`src/rtl/hps_cmd_pkg.sv`:
```
// Shared definitions for the HPS command assembler.
//   - state_e      : assembler FSM states
//   - ERR_*        : err_code values reported on a rejected frame
//   - HDR_*_LSB    : bit positions of the header fields
//   - DEFAULT_MAGIC: header tag expected in bits [31:24]
package hps_cmd_pkg;

    typedef enum logic [1:0] {
        IDLE    = 2'd0,
        COLLECT = 2'd1,
        ISSUE   = 2'd2
    } state_e;

    localparam logic [1:0] ERR_NONE    = 2'd0;
    localparam logic [1:0] ERR_MAGIC   = 2'd1;
    localparam logic [1:0] ERR_LEN     = 2'd2;
    localparam logic [1:0] ERR_TIMEOUT = 2'd3;

    // Header layout: [31:24] magic, [23:20] opcode, [19:4] unused, [3:0] len
    localparam int unsigned HDR_MAGIC_LSB = 24;
    localparam int unsigned HDR_OPC_LSB   = 20;
    localparam int unsigned HDR_LEN_LSB   = 0;

    localparam logic [7:0] DEFAULT_MAGIC = 8'hA5;

endpackage

```
`src/rtl/hps_cmd_assembler_if.sv`:
```
// Bus bundle between the HPS write export / core logic and the assembler.
//   write, writedata : one 32-bit word per cycle with write high
//   cmd_valid/ready  : command handshake towards the core logic
//   cmd_opcode/len   : decoded header fields of the presented command
//   cmd_payload      : word k in bits [32k+31:32k], unused words zero
// master = HPS/consumer side, slave = assembler.
interface hps_cmd_assembler_if #(
    parameter int unsigned MAX_WORDS = 8
) ();

    logic                      write;
    logic [31:0]               writedata;
    logic                      cmd_valid;
    logic                      cmd_ready;
    logic [3:0]                cmd_opcode;
    logic [3:0]                cmd_len;
    logic [MAX_WORDS*32-1:0]   cmd_payload;

    modport master (
        output write, writedata, cmd_ready,
        input  cmd_valid, cmd_opcode, cmd_len, cmd_payload
    );

    modport slave (
        input  write, writedata, cmd_ready,
        output cmd_valid, cmd_opcode, cmd_len, cmd_payload
    );

endinterface

```
`src/rtl/cmd_timeout_cnt.sv`:
```
// Saturating idle-cycle counter used to abort stalled frames.
//   clock, reset_n : clock and asynchronous active-low reset
//   clr            : zero the counter (has priority over en)
//   en             : count one idle cycle
//   expired        : the count reaches LIMIT on this edge (or already sits there)
// LIMIT = 0 disables the counter; expired then never asserts.
module cmd_timeout_cnt #(
    parameter int unsigned LIMIT = 1024
) (
    input  logic clock,
    input  logic reset_n,
    input  logic clr,
    input  logic en,
    output logic expired
);

    localparam int unsigned    CNT_W   = (LIMIT == 0) ? 1 : $clog2(LIMIT + 1);
    localparam logic [CNT_W-1:0] CNT_MAX = CNT_W'(LIMIT);

    logic [CNT_W-1:0] cnt_q, cnt_d;

    always_comb begin
        cnt_d   = cnt_q;
        expired = 1'b0;
        if (clr) begin
            cnt_d = '0;
        end else if (en && (LIMIT != 0)) begin
            if (cnt_q != CNT_MAX) begin
                cnt_d = cnt_q + 1'b1;
            end
            // Flag on the edge that reaches the limit so the abort lands
            // exactly LIMIT idle cycles after the last write.
            expired = (cnt_d == CNT_MAX);
        end
    end

    always_ff @(posedge clock or negedge reset_n) begin
        if (!reset_n) begin
            cnt_q <= '0;
        end else begin
            cnt_q <= cnt_d;
        end
    end

endmodule

```
`src/rtl/hps_cmd_assembler.sv`:
```
// Frames 32-bit HPS writes into commands (header + N payload words) and
// presents each complete command over a valid/ready handshake.
//   clock, reset_n : clock and asynchronous active-low reset
//   bus (slave)    : write/writedata in, cmd_valid/opcode/len/payload out, cmd_ready in
//   busy           : high while collecting payload or presenting a command
//   err_pulse      : one-cycle pulse per rejected frame
//   err_code       : cause of the last rejection (magic/length/timeout), held
//   ovf_pulse      : one-cycle pulse per word dropped while a command is pending
module hps_cmd_assembler
    import hps_cmd_pkg::*;
#(
    parameter int unsigned MAX_WORDS = 8,
    parameter int unsigned TIMEOUT   = 1024,
    parameter logic [7:0]  MAGIC     = DEFAULT_MAGIC
) (
    input  logic                 clock,
    input  logic                 reset_n,
    hps_cmd_assembler_if.slave   bus,
    output logic                 busy,
    output logic                 err_pulse,
    output logic [1:0]           err_code,
    output logic                 ovf_pulse
);

    state_e      state_q, state_d;
    logic [3:0]  opcode_q, opcode_d;
    logic [3:0]  len_q, len_d;
    logic [3:0]  idx_q, idx_d;
    logic [31:0] payload_q [MAX_WORDS];
    logic [31:0] payload_d [MAX_WORDS];
    logic        err_pulse_q, err_pulse_d;
    logic [1:0]  err_code_q, err_code_d;
    logic        ovf_pulse_q, ovf_pulse_d;

    logic [7:0]  hdr_magic;
    logic [3:0]  hdr_opcode;
    logic [3:0]  hdr_len;

    logic        tmo_clr, tmo_en, tmo_expired;

    assign hdr_magic  = bus.writedata[HDR_MAGIC_LSB +: 8];
    assign hdr_opcode = bus.writedata[HDR_OPC_LSB +: 4];
    assign hdr_len    = bus.writedata[HDR_LEN_LSB +: 4];

    // Counter only runs across idle cycles inside COLLECT.
    assign tmo_clr = (state_q != COLLECT) || bus.write;
    assign tmo_en  = (state_q == COLLECT) && !bus.write;

    cmd_timeout_cnt #(
        .LIMIT (TIMEOUT)
    ) u_timeout (
        .clock   (clock),
        .reset_n (reset_n),
        .clr     (tmo_clr),
        .en      (tmo_en),
        .expired (tmo_expired)
    );

    always_comb begin
        state_d     = state_q;
        opcode_d    = opcode_q;
        len_d       = len_q;
        idx_d       = idx_q;
        payload_d   = payload_q;
        err_pulse_d = 1'b0;
        err_code_d  = err_code_q;
        ovf_pulse_d = 1'b0;

        case (state_q)
            IDLE: begin
                if (bus.write) begin
                    if (hdr_magic != MAGIC) begin
                        err_pulse_d = 1'b1;
                        err_code_d  = ERR_MAGIC;
                    end else if ((hdr_len == 4'd0) || (32'(hdr_len) > MAX_WORDS)) begin
                        err_pulse_d = 1'b1;
                        err_code_d  = ERR_LEN;
                    end else begin
                        opcode_d = hdr_opcode;
                        len_d    = hdr_len;
                        idx_d    = '0;
                        for (int unsigned i = 0; i < MAX_WORDS; i++) begin
                            payload_d[i] = '0;
                        end
                        state_d  = COLLECT;
                    end
                end
            end

            COLLECT: begin
                if (bus.write) begin
                    for (int unsigned i = 0; i < MAX_WORDS; i++) begin
                        if (idx_q == 4'(i)) begin
                            payload_d[i] = bus.writedata;
                        end
                    end
                    idx_d = idx_q + 4'd1;
                    if ((idx_q + 4'd1) == len_q) begin
                        state_d = ISSUE;
                    end
                end else if (tmo_expired) begin
                    err_pulse_d = 1'b1;
                    err_code_d  = ERR_TIMEOUT;
                    idx_d       = '0;
                    for (int unsigned i = 0; i < MAX_WORDS; i++) begin
                        payload_d[i] = '0;
                    end
                    state_d     = IDLE;
                end
            end

            ISSUE: begin
                // Writes are dropped for the whole ISSUE state, handshake cycle included.
                if (bus.write) begin
                    ovf_pulse_d = 1'b1;
                end
                if (bus.cmd_ready) begin
                    state_d = IDLE;
                end
            end

            default: begin
                state_d = IDLE;
            end
        endcase
    end

    always_ff @(posedge clock or negedge reset_n) begin
        if (!reset_n) begin
            state_q     <= IDLE;
            opcode_q    <= '0;
            len_q       <= '0;
            idx_q       <= '0;
            err_pulse_q <= 1'b0;
            err_code_q  <= '0;
            ovf_pulse_q <= 1'b0;
            for (int unsigned i = 0; i < MAX_WORDS; i++) begin
                payload_q[i] <= '0;
            end
        end else begin
            state_q     <= state_d;
            opcode_q    <= opcode_d;
            len_q       <= len_d;
            idx_q       <= idx_d;
            err_pulse_q <= err_pulse_d;
            err_code_q  <= err_code_d;
            ovf_pulse_q <= ovf_pulse_d;
            for (int unsigned i = 0; i < MAX_WORDS; i++) begin
                payload_q[i] <= payload_d[i];
            end
        end
    end

    for (genvar g = 0; g < MAX_WORDS; g++) begin : g_payload
        assign bus.cmd_payload[32*g +: 32] = payload_q[g];
    end

    assign bus.cmd_valid  = (state_q == ISSUE);
    assign bus.cmd_opcode = opcode_q;
    assign bus.cmd_len    = len_q;
    assign busy           = (state_q != IDLE);
    assign err_pulse      = err_pulse_q;
    assign err_code       = err_code_q;
    assign ovf_pulse      = ovf_pulse_q;

endmodule

```
`src/flat_wrapper.sv`:
```
// flat-port wrapper written by rule: the top's interface ports become plain ports
module hps_cmd_assembler_flat import hps_cmd_pkg::*;
#(
    parameter int unsigned MAX_WORDS = 8,
    parameter int unsigned TIMEOUT   = 1024,
    parameter logic [7:0]  MAGIC     = DEFAULT_MAGIC
)
  (clock, reset_n, busy, err_pulse, err_code, ovf_pulse, bus_write, bus_writedata, bus_cmd_ready, bus_cmd_valid, bus_cmd_opcode, bus_cmd_len, bus_cmd_payload);
  hps_cmd_assembler_if #(.MAX_WORDS(MAX_WORDS)) bus_i ();
  input  logic clock;
  input  logic reset_n;
  output logic busy;
  output logic err_pulse;
  output logic [1:0] err_code;
  output logic ovf_pulse;
  input wire logic [$bits(bus_i.write)-1:0] bus_write;
  input wire logic [$bits(bus_i.writedata)-1:0] bus_writedata;
  input wire logic [$bits(bus_i.cmd_ready)-1:0] bus_cmd_ready;
  output wire logic [$bits(bus_i.cmd_valid)-1:0] bus_cmd_valid;
  output wire logic [$bits(bus_i.cmd_opcode)-1:0] bus_cmd_opcode;
  output wire logic [$bits(bus_i.cmd_len)-1:0] bus_cmd_len;
  output wire logic [$bits(bus_i.cmd_payload)-1:0] bus_cmd_payload;
  assign bus_i.write = bus_write;
  assign bus_i.writedata = bus_writedata;
  assign bus_i.cmd_ready = bus_cmd_ready;
  assign bus_cmd_valid = bus_i.cmd_valid;
  assign bus_cmd_opcode = bus_i.cmd_opcode;
  assign bus_cmd_len = bus_i.cmd_len;
  assign bus_cmd_payload = bus_i.cmd_payload;
  hps_cmd_assembler #(.MAX_WORDS(MAX_WORDS), .TIMEOUT(TIMEOUT), .MAGIC(MAGIC)) u_core (.clock(clock), .reset_n(reset_n), .bus(bus_i), .busy(busy), .err_pulse(err_pulse), .err_code(err_code), .ovf_pulse(ovf_pulse));
endmodule
```
`config.mk`:
```
export PLATFORM = sky130hd
export DESIGN_NAME = hps_cmd_assembler_flat
export DESIGN_NICKNAME = d
export VERILOG_FILES = /design/src/rtl/hps_cmd_pkg.sv /design/src/rtl/hps_cmd_assembler_if.sv /design/src/rtl/cmd_timeout_cnt.sv /design/src/rtl/hps_cmd_assembler.sv /design/src/flat_wrapper.sv
export SDC_FILE = /design/constraint.sdc
export NUM_CORES = 1
export LEC_CHECK = 0
export BUFFER_PORTS_ARGS = -buffer_cell sky130_fd_sc_hd__buf_4
export CAP_MARGIN = 0
export CORE_UTILIZATION = 45
export CTS_BUF_LIST = sky130_fd_sc_hd__clkbuf_2
export CTS_CLUSTER_DIAMETER = 100
export DETAILED_ROUTE_END_ITERATION = 8
export GPL_ROUTABILITY_DRIVEN = 0
export PLACE_DENSITY = 0.67
export SYNTH_ARGS = -nofsm -noshare
export SYNTH_HDL_FRONTEND = slang
export SYNTH_SLANG_ARGS = --single-unit
```
`constraint.sdc`:
```
create_clock -name clock -period 5.6 [get_ports clock]
set_input_delay 1.12 -clock clock [delete_from_list [all_inputs] [get_ports clock]]
set_output_delay 1.12 -clock clock [all_outputs]
set_load 0.05 [all_outputs]
```
==> impl_metrics.csv <==
group,metric,value,unit
clock_tree,cts.hold.buffers_added,0,
synth,synthesis.area,0.01123,mm2
clock_tree,clock_insertion_delay_at_the_later_pin_of_the_skew_report,0.86,ns
global_routing,grt_util_all_layers,27.70,%
critical_path,timing.setup.critical_path_class,"flip-flop to flip-flop",
floorplanning,fp.dieW,160.0,um
sta,finalCriticalPeriod,3.582,ns
routing,detail-route-antenna-nets,0,
critical_path,path_delay_family,"simple AND/OR/NAND/NOR gates",
layout,nets,1174,
pwr,vdd_ir_drop_max,373.8,uV
clock_tree,cts.root.buffer_cell,"sky130_fd_sc_hd__clkbuf_2",
outcome,outcome,"completed",
clock_tree,ctsResizeCount,0,
worst_hold_path,hold_path.class,"primary input to async pin",
synth,async_flop_share,100.0,%
global_routing,maximum_number_of_pins_on_one_net_before_global_route_repair,131,
sta,worst_slew_margin_rel,20.45,%
critical_path,slowest_stage,"sky130_fd_sc_hd__nor4_4",
sta,finalSetupViolCount,0,
floorplanning,core,0.02439,mm2
floorplanning,std_cell_rows,57,
synth,synth-warning-count,0,
clock_tree,post-cts-setup-buffer-count,0,
global_routing,first_global_vias,8767,
critical_path,crit_buf_inv,0,
routing,wire_per_inst,23.23,um
clock_tree,number_of_buffers_between_clock_root_and_the_deepest_sink,3,
clock_tree,cts.htree.levels,3,
synth,syn_inst,800,
pwr,power.leakage,6.940,nW
placement,buffer_ports.inserted,305,
routing,route.vias.total,8519,
global_routing,overflow,0,
critical_path,max_stage_delay,0.92,ns
global_routing,global_route_wire_length_before_repair,53840,um
layout,layoutNonFillerInstCount,1508,
critical_path,worstSetupEndpointType,"flip-flop",
sta,clock.fmax,0.2792,GHz
placement,place_hpwl,22770,um
layout,layout-area-overhead-vs-synth,27.70,%
pwr,power-per-cell-area,666.0,mW/mm2
critical_path,cp.arrival,4.21,ns
sta,final-max-slew-violation-count,0,
sta,post_route_clock_skew,0.09844,ns
sta,max_slew.worst_pin.slew,1.189,ns
floorplanning,effective_utilization_at_floorplan,46.06,%
sta,hold_viol,0,
floorplanning,num_io_pins,306,
sta,grt_setup_unrepaired,"false",
synth,synth-edff-count,0,
layout,post_route_cells_drive_above_1_share,39.48,%
critical_path,cp_max_fo,32,
synth,post_synth_num_cell_types,61,
synth,postSynth.topFlopCell,"sky130_fd_sc_hd__dfrtp_1",
routing,drtIter0Drc,633,
critical_path,reg2regPathDepth,6,
synth,syn_avg_cell_area,14.04,um2
synth,synth.ff_latch_count,285,
routing,router_iterations_before_antenna_repair,5,
critical_path,critPathLaunchType,"flip-flop",
floorplanning,design.die.area,0.02560,mm2
sta,min_period_over_period,63.97,%
clock_tree,clkSinkCount,285,
clock_tree,clk_transition_reported_paths,0.11,ns
routing,routed_wl,35040,um
placement,dpl.cell_count,1381,
global_routing,antenna_found_initial,1,
clock_tree,cts_buffers,73,
synth,post_synthesis_net_count,842,
routing,route.detailed.drc,0,
floorplanning,die_y,160.0,um
synth,synth.yosys.seq_area_share,63.49,%
critical_path,worst_ep_required_time,6.23,ns
job,drv.max_cap_violation_count,0,
routing,vias_per_cell,5.649,
critical_path,crit_chain,"or3b_1, nand3b_1, xnor2_2, nor4_4, a41oi_4, o2bb2ai_1",
clock_tree,tritoncts_clock_tree,"built",
sta,finalSetupTns,0,ns
critical_path,path_depth,6,
[Yosys cell counts (3+ instances only)]
master                        n  area share, %
sky130_fd_sc_hd__dfrtp_1    285             63
sky130_fd_sc_hd__o2bb2ai_1  255             20
sky130_fd_sc_hd__nand2_1     39            1.3
sky130_fd_sc_hd__clkbuf_1    29           0.97
sky130_fd_sc_hd__nor2_1      27           0.90
sky130_fd_sc_hd__buf_6       21            2.1
sky130_fd_sc_hd__inv_1       15           0.50
sky130_fd_sc_hd__a21oi_1      9           0.40
sky130_fd_sc_hd__xnor2_1      9           0.70
sky130_fd_sc_hd__mux2_1       8           0.80
sky130_fd_sc_hd__a41oi_4      7            1.7
sky130_fd_sc_hd__buf_2        6           0.27
sky130_fd_sc_hd__ha_1         6           0.67
sky130_fd_sc_hd__nand3_1      6           0.27
sky130_fd_sc_hd__xor2_1       6           0.47
sky130_fd_sc_hd__a31oi_1      5           0.28
sky130_fd_sc_hd__nor2b_1      5           0.28
sky130_fd_sc_hd__and2_1       4           0.22
sky130_fd_sc_hd__a21o_1       3           0.20
sky130_fd_sc_hd__and3_1       3           0.17
sky130_fd_sc_hd__nand2b_1     3           0.17
[worst reg2reg max path: cells and delay by family (launching register included)]
family	cells	cell delay, ns
compound gates	2	1.19
xor+xnor	1	0.21
flops	1	0.42
simple gates	3	1.60
[through the flow]
stage          area, um2  setup slack, ns  hold slack, ns  power, mW  util, %
2_1_floorplan      11230            2.841          0.5219      6.516        -
3_3_place_gp       13690            1.496          0.4723      8.125    56.11
3_5_place_dp       13690            1.476          0.4747      8.155    56.11
4_1_cts            14340            1.936          0.2545      9.608    58.80
5_1_grt            14350            1.825          0.2710      9.936    58.81
6_report           14350            2.018          0.2974      9.553    58.81
[cell usage in the layout, fill, tap and decap left out, types with 3 or more instances in the layout]
cell,n
sky130_fd_sc_hd__mux2_1,8
sky130_fd_sc_hd__xnor2_1,9
sky130_fd_sc_hd__and2_1,3
sky130_fd_sc_hd__clkbuf_2,105
sky130_fd_sc_hd__clkinv_1,13
sky130_fd_sc_hd__buf_4,318
sky130_fd_sc_hd__ha_1,6
sky130_fd_sc_hd__and3_1,3
sky130_fd_sc_hd__nand2_1,39
sky130_fd_sc_hd__a41oi_4,8
sky130_fd_sc_hd__o2bb2ai_1,255
sky130_fd_sc_hd__dfrtp_1,285
sky130_fd_sc_hd__inv_1,15
sky130_fd_sc_hd__a21o_1,3
sky130_fd_sc_hd__nor2b_1,5
sky130_fd_sc_hd__a31oi_1,5
sky130_fd_sc_hd__a21oi_4,7
sky130_fd_sc_hd__nand2b_1,3
sky130_fd_sc_hd__nand3_1,6
sky130_fd_sc_hd__xor2_1,6
sky130_fd_sc_hd__a21oi_1,3
sky130_fd_sc_hd__nor2_1,26
[final timing paths]
kind,from,end,slack (ns)
min in group clock,u_core.bus.cmd_payload[97],u_core.bus.cmd_payload[97],0.50
min reg2reg,u_core.bus.cmd_payload[97],u_core.bus.cmd_payload[97],0.50
max,u_core.u_timeout.cnt_q[8],u_core.bus.cmd_payload[180],2.02
min,reset_n,u_core.bus.cmd_payload[233],0.30
max in group asynchronous,reset_n,u_core.bus.cmd_payload[111],4.11
max reg2reg,u_core.u_timeout.cnt_q[8],u_core.bus.cmd_payload[180],2.02
[report_power, final]
| group | switching (mW) | leakage (nW) | total (mW) | internal, mW |
|---|---|---|---|---|
| Clock | 0.866 | 0.496 | 1.42 | 0.556 |
| Sequential | 0.496 | 3.81 | 3.27 | 2.78 |
| Combinational | 3.37 | 2.64 | 4.86 | 1.48 |
| Total | 4.74 | 6.94 | 9.55 | 4.82 |
[layer usage]
metal,track usage [%],vias to the layer above,share of wire (%)
met1,38.18,4324,44
met4,10.52,0,2.9
met2,41.01,396,45
met5,0,-,0
li1,-,3741,-
met3,8.753,58,8.6
[registers in the layout, summed over array words and instances, names as in the netlist]
register	cells
u_core.ovf_pulse	1
u_core.bus.cmd_len	4
u_core.bus.cmd_payload	256
u_core.state_q	2
u_core.idx_q	4
u_core.u_timeout.cnt_q	11
u_core.err_code	2
u_core.bus.cmd_opcode	4
u_core.err_pulse	1
[area by class of cell]
| cell class | count | area (um2) |
|---|---|---|
| fillers | 2083 | 10050 |
| flip-flops and latches | 285 | 7132 |
| multi-input cells | 436 | 3667 |
| repair buffers | 320 | 2422 |
| clock buffers | 105 | 525.5 |
| well taps | 324 | 405.4 |
| clock inverters | 21 | 130.1 |
| inverters | 16 | 60.06 |
| diodes | 1 | 2.502 |
[logic make-up (layout without fill, tap and decap cells)]
logic type / count (synthesis) / in the layout / share of synthesized area, %
xor gates and xnor gates: 16 / 16 / 1.314
DFF: 285 / 285 / 63.49
and+or+nand+nor: 113 / 113 / 5.358
AOI/OAI and AO/OA: 292 / 292 / 23.57
buffers and inverters: 79 / 462 / 4.711
adders and majority gates: 6 / 6 / 0.6683
other: 0 / 1 / 0
muxes: 9 / 9 / 0.8911
Note: power is estimated with default switching activity, not from simulation.
